`src/rtl/if_queue.sv`:
```
// Instruction fetch queue: circular buffer of {addr, inst} pairs between Fetch and Decode.
// Optional predecode output is_branch is enabled by defining IFQ_PREDECODE_EN.
module if_queue #(
    parameter int unsigned DEPTH = 4,
    parameter int unsigned W     = 32
) (
    input  logic                   clk,
    input  logic                   rst_n,
    input  logic [W-1:0]           addr,
    input  logic [W-1:0]           inst_in,
    input  logic                   flush,
    input  logic                   out_ready,
    output logic                   out_valid,
    output logic [W-1:0]           inst_out,
    output logic [W-1:0]           pc_out,
    output logic                   hold,
    output logic [$clog2(DEPTH):0] count
`ifdef IFQ_PREDECODE_EN
    ,
    output logic                   is_branch
`endif
);

    localparam int unsigned AW = $clog2(DEPTH);
    localparam logic [AW:0] Full = (AW + 1)'(DEPTH);

    logic [W-1:0]  addr_mem [DEPTH];
    logic [W-1:0]  inst_mem [DEPTH];

    logic [AW-1:0] wp_q, wp_d;
    logic [AW-1:0] rp_q, rp_d;
    logic [AW:0]   count_q, count_d;
    logic          push, pop;

    // A full queue never accepts a push, even when the head is popped the same edge.
    assign push = (count_q != Full) && !flush;
    assign pop  = (count_q != '0) && out_ready && !flush;

    always_comb begin
        wp_d    = wp_q;
        rp_d    = rp_q;
        count_d = count_q;
        if (flush) begin
            wp_d    = '0;
            rp_d    = '0;
            count_d = '0;
        end else begin
            if (push) begin
                wp_d = wp_q + 1'b1;
            end
            if (pop) begin
                rp_d = rp_q + 1'b1;
            end
            unique case ({push, pop})
                2'b10:   count_d = count_q + 1'b1;
                2'b01:   count_d = count_q - 1'b1;
                default: count_d = count_q;
            endcase
        end
    end

    always_ff @(posedge clk or negedge rst_n) begin
        if (!rst_n) begin
            wp_q    <= '0;
            rp_q    <= '0;
            count_q <= '0;
        end else begin
            wp_q    <= wp_d;
            rp_q    <= rp_d;
            count_q <= count_d;
        end
    end

    // Storage is not reset; stale contents are masked by out_valid below.
    always_ff @(posedge clk) begin
        if (push) begin
            addr_mem[wp_q] <= addr;
            inst_mem[wp_q] <= inst_in;
        end
    end

    assign out_valid = (count_q != '0);
    assign hold      = (count_q == Full);
    assign count     = count_q;
    assign pc_out    = out_valid ? addr_mem[rp_q] : '0;
    assign inst_out  = out_valid ? inst_mem[rp_q] : '0;

`ifdef IFQ_PREDECODE_EN
    // Opcode 6'b000100 is beq.
    assign is_branch = out_valid && (inst_out[31:26] == 6'b000100);
`endif

endmodule

```
`config.mk`:
```
export PLATFORM = sky130hd
export DESIGN_NAME = if_queue
export DESIGN_NICKNAME = d
export VERILOG_FILES = /design/src/rtl/if_queue.sv
export SDC_FILE = /design/constraint.sdc
export NUM_CORES = 1
export LEC_CHECK = 0
export ABC_AREA = 1
export CORE_MARGIN = 2
export CORE_UTILIZATION = 55
export CTS_CLUSTER_DIAMETER = 150
export DETAILED_ROUTE_END_ITERATION = 16
export PLACE_DENSITY = 0.77
export SLEW_MARGIN = 5
export SYNTH_ARGS = -nofsm -noshare
export SYNTH_HDL_FRONTEND = slang
export SYNTH_SLANG_ARGS = --single-unit
```
`constraint.sdc`:
```
create_clock -name clk -period 5.6 [get_ports clk]
set_input_delay 1.12 -clock clk [delete_from_list [all_inputs] [get_ports clk]]
set_output_delay 1.12 -clock clk [all_outputs]
set_load 0.005 [all_outputs]
```
* Word-level counts from Yosys, hierarchy flattened *
Memory sizes are Yosys's and may differ from the RTL's.
Index checks and enable logic that the tools add are counted.
W data, S select, Z words.

storage, ports and cells
  input port bits = 68
  logic and storage cells = 31
  bits in registers = 7
  memories = 2
  memory bits (writable) = 256

operators by class
  add/subtract/negate cells = 4
  equality and inequality tests = 4
  reductions and logical operators = 8
  multiplexer cells = 10

memories
  name      words  bits a word  rd ports  clocked after memory_dff  write ports  line  source
  addr_mem  4      32           1         0                         1            27    logic [W-1:0] addr_mem [DEPTH];
  inst_mem  4      32           1         0                         1            28    logic [W-1:0] inst_mem [DEPTH];

operators by type and width
  operator               number
  $mux W32               2
  $mux W2                4
  $pmux W3 S2            1
  $reduce_bool A3 Y1     2
  $add A2 B1 Y2 const B  2
  $reduce_bool A2 Y1     2
  $add A3 B1 Y3 const B  1
  $eq A3 B3 Y1 const B   1
  $logic_and A1 B1 Y1    3
  $mux W3                1
  $ne A3 B3 Y1 const B   1
  $sub A3 B1 Y3 const B  1
  $eq A2 B1 Y1 const B   1
  $eq A2 B2 Y1 const B   1
  $mux W1                2
  $logic_not A1 Y1       1

* Depth between registers and ports, before layout *
  depth after elaboration = 6
  gate-level depth with buffers = 8
  depth with buffers taken out = 8

* Worst setup path after synthesis *
Ideal clock, no wire load.

  kind = input to register
  start = input flush
  end = memory addr_mem[0][0], enable pin
  path buffers = 0
  path slack = 984 ps
  arrival = 4129 ps
  stages = 3
  cells stage by stage = a21oi_1 > inv_1 > nor2_1

on the way
  cells in the longest elaborated chain, start to end = 4

ends and longest elaborated chain
  element                        line  source
  start, declared                11    input logic flush,
  $logic_not A1 Y1               36    assign push = (count_q != Full) && !flush;
  $logic_and A1 B1 Y1            36
  $mux W1                        76    if (push) begin
  $mux W1 (implied by the code)  77    addr_mem[wp_q] <= addr;
  end, declared                  27

Every way passes these cells.

* Worst setup path in the final report *
  start = register rp_q[0]
  end = output inst_out[1]

on the way
  cells in the longest elaborated chain, start to end = 2

ends and longest elaborated chain
  element                 line  source
  start, declared         31    logic [AW-1:0] rp_q, rp_d;
  start signal, assigned  69    rp_q <= rp_d;
  $mem_v2 Z4 W32          -
  $mux W32                86    assign inst_out = out_valid ? inst_mem[rp_q] : '0;
  end, declared           14    output logic [W-1:0] inst_out,

Every way passes these cells.

==> summary.txt <==
share of cells above drive strength 1 - 0.05723
ANT nets after route - 0
Placed Area - 11860 µm²
Routed Wire Length - 21.66 mm
Nets - 1014
CP Capture Type - primary output
pwr/cell area - 347.7 nW/µm²
worst-path maximum fanout - 74
Die Footprint - 19900 µm²
Resize count post-CTS - 0
final worst-path cycle share - 0.8210
fin area - 12720 µm²
Placed Cells - 1147
Yosys top cell area share - 0.7438
Post-CTS Hold Buffers - 0
I/O Pins - 137
Fin. Hold Viols - 0
Gate Count Post-Synth - 815
top post-synthesis cells by area - edfxtp_1, nor2_1, o21ai_0, a21oi_1, dfrtp_1
GRT overflow - 0
CTS tree - built
Skew-Pair Late Insertion Delay - 0.52 ns
vias in the first global route - 6591
vias per std cell - 5.528
initial antenna violation count - 0
FF+latch count, synth - 263
Fill cells - 1279
MaxCap Viol Count - 0
Post-synth EDFFs - 256
Detail Placement HPWL - 11.60 mm
syn nets - 888
top_reg_cell synth - edfxtp_1
outcome - finished, final reports clean
CTS Buf Count - 26
largest net degree at the start of global routing - 78
fin crit period - 4.598 ns
total track usage - 0.2181
worst path required time - 4.48 ns
Setup TNS - 0 ns
clock skew - 0.005444 ns
Layout area overhead - 23.11%
first-pass GRT wire length - 34.05 mm
Starting Density - 0.5562
post-synth cell types - 21
Synth area leader - edfxtp_1
CP arrival - 3.48 ns
die height - 141.1 µm
RSZ-0062 raised after global routing - no
worst hold slack - 0.6345 ns
worst-margin pin slew - 1.006 ns
top cells by count, synth - nor2_1, edfxtp_1, o21ai_0
Setup crit start kind - register
CTS sink cnt - 263
count leader, synth - nor2_1
Max rail drop VDD - 0.2839 mV
detailed router's first-iteration violation count - 625
postcts setup bufs - 0
DR pass1 iterations - 4
Chip Width - 141.1 µm
leakage - 0.004344 µW
Yosys warnings - 0
Syn Area/Cell - 12.68 µm²
setup violators final - 0
core area - 18580 µm²
Site Rows - 50
non-filler cells, final - 1196
min-delay worst type - reg -> reg
max_slew headroom - 0.3293
Async SR Flop Fraction - 0.02662
crit path kind - reg -> out
DRC violations left - 0
IO buf count - 136
Reg clk slew, reported paths - 0.06 ns
sequential-to-total area share from yosys stat - 0.7608
final slew viol count - 0
average wire per standard cell - 18.11 µm
fmax - 217.5 MHz
Mapped Area - 10330 µm²
clk buf depth - 3
H-Tree Depth - 1
Final GP Congestion - 0.7442
vias - 6611
CTS Root Cell - clkbuf_16
## flip-flops by register name, indices dropped and copies added, names as in the netlist
name and flops:
addr_mem 128, count 3, inst_mem 128, rp_q 2, wp_q 2
## final cells by class
cell class | instances | area [µm²] | area share
Sequential cell | 263 | 7868 | 0.6183
Multi-Input combinational cell | 489 | 2188 | 0.1720
Antenna cell | 1 | 2.502 | 0.0001967
Tap cell | 234 | 292.8 | 0.02301
Clock inverter | 13 | 160.2 | 0.01259
Clock buffer | 35 | 705.7 | 0.05546
Timing Repair Buffer | 146 | 1449 | 0.1139
Inverter | 15 | 57.56 | 0.004524
## layout by cell type, fill, tap and decap left out, drive strengths merged
cell type,count
bufinv,4
fa,1
clkinv,9
edfxtp,256
nand3b,1
clkbuf,35
nor2,261
clkinvlp,1
nand2,17
clkdlybuf4s50,136
dfrtp,7
nand4,1
nand3,4
inv,14
o21ai,132
diode,1
ha,4
buf,10
a21oi,68
## cell families (layout without fill, tap and decap cells)
kind of cell	after synthesis	after routing	synth area share
adder cells (fa/ha/maj)	5	5	0.006780
other	0	1	0
AO/OA/AOI/OAI	200	200	0.09685
buffers and inverters	63	209	0.03039
AND/OR/NAND/NOR	284	284	0.1052
flip-flops	263	263	0.7608
## through the flow
step,utilization,power (µW),worst slack (ns)
2_1_floorplan,-,2511,0.9843
3_3_place_gp,0.6380,2705,1.584
3_5_place_dp,0.6380,2719,1.538
4_1_cts,0.6846,4458,0.9731
5_1_grt,0.6846,4577,0.8056
6_report,0.6848,4424,1.002
## report_power, final
part           switching [µW]  leakage (µW)  internal, µW
logic                     224       0.00149           167
registers                28.9       0.00244          2260
clock network             682      0.000416          1060
## path summary, 6_finish.rpt
check,start,end,slack [ns],cells past startpoint
worst max register to register,count[0],inst_mem[3][10],3.16,5
worst min-delay path,wp_q[0],wp_q[0],0.63,3
max in group asynchronous,rst_n,rp_q[0],4.43,1
min in group asynchronous,rst_n,rp_q[0],0.88,1
worst max-delay path,rp_q[0],inst_out[1],1.00,5
worst min register to register,wp_q[0],wp_q[0],0.63,3
## layer usage
layer  wire, µm  vias to the layer above  GRT usage
li1           -                     3132          -
met1       9053                     3225     0.2927
met2      10820                      223     0.3728
met3       1368                       31    0.03533
met4        425                        0    0.06368
met5          0                        -          0
## critical path: stages (launching register included)
cell and delay [ns]:
dfrtp_4 0.83, clkinv_2 0.72, buf_12 0.44, o21ai_0 0.29
a21oi_1 0.10, clkdlybuf4s50_1 0.49
Power figures use the tool's default switching activity.
